## src/rtl/demux_pkg.sv

```systemverilog
// Shared constants for the 1-to-2 demultiplexer slice.
package demux_pkg;

    localparam logic SEL_Y0 = 1'b0;
    localparam logic SEL_Y1 = 1'b1;

    localparam int unsigned DEMUX_WIDTH = 1;

endpackage : demux_pkg

```

## src/rtl/demux_out_reg.sv

```systemverilog
// One demux output channel: data plus valid register, zeroed when not routed here.
module demux_out_reg
    import demux_pkg::*;
#(
    parameter int unsigned WIDTH = DEMUX_WIDTH
) (
    input  logic             clk,
    input  logic             rst,
    input  logic             route,
    input  logic [WIDTH-1:0] d,
    input  logic             d_valid,
    output logic [WIDTH-1:0] q,
    output logic             q_valid
);

    // Unrouted channel is driven to zero every cycle, never held.
    always_ff @(posedge clk or posedge rst) begin
        if (rst) begin
            q       <= '0;
            q_valid <= 1'b0;
        end else begin
            q       <= route ? d : '0;
            q_valid <= route & d_valid;
        end
    end

endmodule : demux_out_reg

```

## src/rtl/demux_1to2.sv

```systemverilog
// Registered 1-to-2 demultiplexer: steers i to y0 or y1 with one cycle of latency.
module demux_1to2
    import demux_pkg::*;
#(
    parameter int unsigned WIDTH = DEMUX_WIDTH
) (
    input  logic             clk,
    input  logic             rst,
    input  logic             sel,
    input  logic [WIDTH-1:0] i,
    input  logic             in_valid,
    output logic [WIDTH-1:0] y0,
    output logic [WIDTH-1:0] y1,
    output logic             y0_valid,
    output logic             y1_valid
);

    logic route0_c;
    logic route1_c;

    // Any sel that is not a clean 1 (including X/Z) routes to channel 0.
    always_comb begin
        route0_c = 1'b1;
        route1_c = 1'b0;
        if (sel == SEL_Y1) begin
            route0_c = 1'b0;
            route1_c = 1'b1;
        end
    end

    demux_out_reg #(.WIDTH(WIDTH)) u_ch0 (
        .clk     (clk),
        .rst     (rst),
        .route   (route0_c),
        .d       (i),
        .d_valid (in_valid),
        .q       (y0),
        .q_valid (y0_valid)
    );

    demux_out_reg #(.WIDTH(WIDTH)) u_ch1 (
        .clk     (clk),
        .rst     (rst),
        .route   (route1_c),
        .d       (i),
        .d_valid (in_valid),
        .q       (y1),
        .q_valid (y1_valid)
    );

endmodule : demux_1to2

```

## config.mk

```make
export PLATFORM = sky130hd
export DESIGN_NAME = demux_1to2
export DESIGN_NICKNAME = d
export VERILOG_FILES = /design/src/rtl/demux_pkg.sv /design/src/rtl/demux_out_reg.sv /design/src/rtl/demux_1to2.sv
export SDC_FILE = /design/constraint.sdc
export NUM_CORES = 1
export LEC_CHECK = 0
export CAP_MARGIN = 20
export CORE_AREA = 2 2 39 41
export CTS_CLUSTER_DIAMETER = 150
export CTS_CLUSTER_SIZE = 24
export DETAILED_ROUTE_END_ITERATION = 8
export DIE_AREA = 0 0 41 43
export PLACE_DENSITY = 0.3
export REMOVE_ABC_BUFFERS = 1
export SYNTH_ARGS = -nofsm -noshare
export SYNTH_HDL_FRONTEND = slang
export SYNTH_SLANG_ARGS = --single-unit
```

## constraint.sdc

```tcl
create_clock -name clk -period 0.8 [get_ports clk]
set_input_delay 0.16 -clock clk [delete_from_list [all_inputs] [get_ports clk]]
set_output_delay 0.16 -clock clk [all_outputs]
set_load 0.01 [all_outputs]
```

==> impl_metrics.json, run 1 <==
{
  "cpMaxStageDelayCell": "dfrtp_1",
  "synth-seq-cells": 4,
  "fillers": 155,
  "violations": "setup timing",
  "avgSynthCellArea_um2": 14.32,
  "synth.top_cell.area_share": 0.7767,
  "place_ws_ns": -0.1919,
  "layout_setup_ws_ns": -0.07717,
  "final-seq-area_um2": 100.1,
  "power_mw": 0.5123,
  "initialDrtViolationCount": 0,
  "die_area_um2": 1763,
  "nNetsFinal": 27,
  "cap_violations": 0,
  "hp-class": "in2async",
  "worstSetupEndpointType": "output port",
  "worst-endpoint-required_ns": 0.64,
  "fin_crit_ns": 0.8772,
  "path_max_fanout": 1,
  "setup_viol": 4,
  "netlist.top_cell.by_area": "dfrtp_1",
  "vias": 102,
  "final_core_util": 0.1673,
  "synthTopCellsByArea": "dfrtp_1, and2_1, nor2b_1, inv_1",
  "power.density_nw_per_um2": 2213,
  "cp-start-kind": "flop",
  "start_util": 0.09313,
  "hold_viol_final": 0,
  "grt_pass1_wl_um": 372,
  "critical-path-top-delay-family": "flip-flops",
  "ant_nets": 0,
  "yosysUniqueCellTypes": 4,
  "cts_tree": "yes",
  "htreeDepth": 1,
  "crit_buf_inv": 1,
  "cts-root-buf": "clkbuf_4",
  "synthToLayoutAreaGrowth_pct": 79.61,
  "dieWidth_um": 41,
  "fp.coreArea_um2": 1384,
  "drc": 0,
  "multi_input_area_um2": 25.02,
  "yosysSeqAreaShare": 0.7767,
  "syn_area_um2": 128.9,
  "slew_headroom": 0.9065,
  "worst_slew_pin_slew_ns": 0.1402,
  "rsz0062_at_grt": "true",
  "rows": 14,
  "status": "finished with violations",
  "drive_gt1_frac": 0.3500,
  "irDropWorstVdd_mv": 0.2203,
  "slew_violations": 0,
  "worst-setup-path-type": "reg2out",
  "holdWs_ns": 0.1050,
  "cts-buffers-inserted": 3,
  "clockBufferDepth": 2,
  "die_h_um": 43,
  "cts_setup_buffers": 0,
  "worstPathCellList": "buf_2",
  "io_buffers": 8,
  "syn_inst": 9,
  "fin_crit_sh": 1.096,
  "leakage_nw": 0.1151,
  "wl_um": 258,
  "timing.fmax_mhz": 1140,
  "cts_sinks": 4,
  "clk_pin_slew_ns": 0.04,
  "antennaDiodeCount": 0,
  "yosys_warnings": 0,
  "grt-ovfl-total": 0,
  "via_per_inst": 2.833,
  "antenna_found_initial": 0,
  "grt_start_max_net_pins": 5,
  "grt_pass1_vias": 96,
  "critPathMaxStageDelay_ns": 0.35,
  "wire_per_inst_um": 7.167,
  "drt_pass1_iterations": 1,
  "io_pins": 9,
  "gp_congestion": 0.5111,
  "grt_use_total": 0.04330,
  "worstPathArrival_ns": 0.72
}
-- path summary, 6_finish.rpt --
kind / start / endpoint / slack, ns / cells past startpoint
max: u_ch1.q_valid$_DFF_PP0_ / y1_valid / -0.08 / 1
min: rst / u_ch1.q_valid$_DFF_PP0_ / 0.10 / 2
max in group asynchronous: rst / u_ch0.q$_DFF_PP0_ / 0.55 / 2
min in group clk: i / u_ch0.q$_DFF_PP0_ / 0.50 / 2
-- power by group --
group          leakage [nW]  total, mW  internal (mW)  switching [mW]
clock                0.0138      0.248          0.168          0.0807
sequential           0.0516      0.216          0.214         0.00195
combinational        0.0497     0.0484         0.0293          0.0191
-- registers in the layout (all words and copies together), names as in the netlist --
| name | flops |
|---|---|
| u_ch0.q_valid | 1 |
| u_ch1.q_valid | 1 |
| u_ch1.q | 1 |
| u_ch0.q | 1 |
-- cell families (layout without fill, tap and decap cells) --
logic type,Yosys count,after routing,share of synthesized area
buf+inv,1,12,0.02910
flops,4,4,0.7767
simple gates,4,4,0.1941
-- metrics by stage --
step / std cells / setup TNS, ns / area (um^2)
3_5_place_dp: 33 / -1.083 / 229.0
3_3_place_gp: 33 / -1.030 / 229.0
4_1_cts: 36 / -0.3289 / 231.5
5_1_grt: 36 / -0.3868 / 231.5
2_1_floorplan: 9 / 0 / 128.9
6_report: 36 / -0.2830 / 231.5
-- cell type report --
cell class	instances	share of cell area
sequential	4	0.4324
timing repair buffer	8	0.2595
multi-input combinational	4	0.1081
clock buffer	3	0.09730
tap	16	0.08649
inverter	1	0.01622
-- synthesized netlist by cell type (all sizes together) --
master / n
and2: 2
inv: 1
nor2b: 2
dfrtp: 4
-- metal layers --
layer  track usage  share of wire  vias up
met4        0.1200           0.11        0
met3       0.01571           0.28        4
met5             0              0        -
met1       0.03247           0.30       39
met2       0.03750           0.29       11
li1              -              -       48
-- cell usage in the layout (no fill, tap or decap) --
cell type and n:
and2_1 2, buf_2 4, clkbuf_4 3, clkdlybuf4s50_1 4, dfrtp_1 4, inv_1 1
nor2b_1 2
-- repair_timing --
item / in CTS / in global routing
hold buffers: 0 / 0
endpoints found under the setup margin: 4 / 4
cloned: 0 / 0
gates resized for setup: 16 / 0
Note: power is estimated with default switching activity, not from simulation.
==> run 2, diff against run 1 <==
--- a/config.mk
+++ b/config.mk
@@ -8,7 +8,6 @@
 export CAP_MARGIN = 20
 export CORE_AREA = 2 2 39 41
 export CTS_CLUSTER_DIAMETER = 150
-export CTS_CLUSTER_SIZE = 24
 export DETAILED_ROUTE_END_ITERATION = 8
 export DIE_AREA = 0 0 41 43
 export PLACE_DENSITY = 0.3
==> results of run 2 <==
The final DEF is identical to that of run 1; final timing and power are the same.
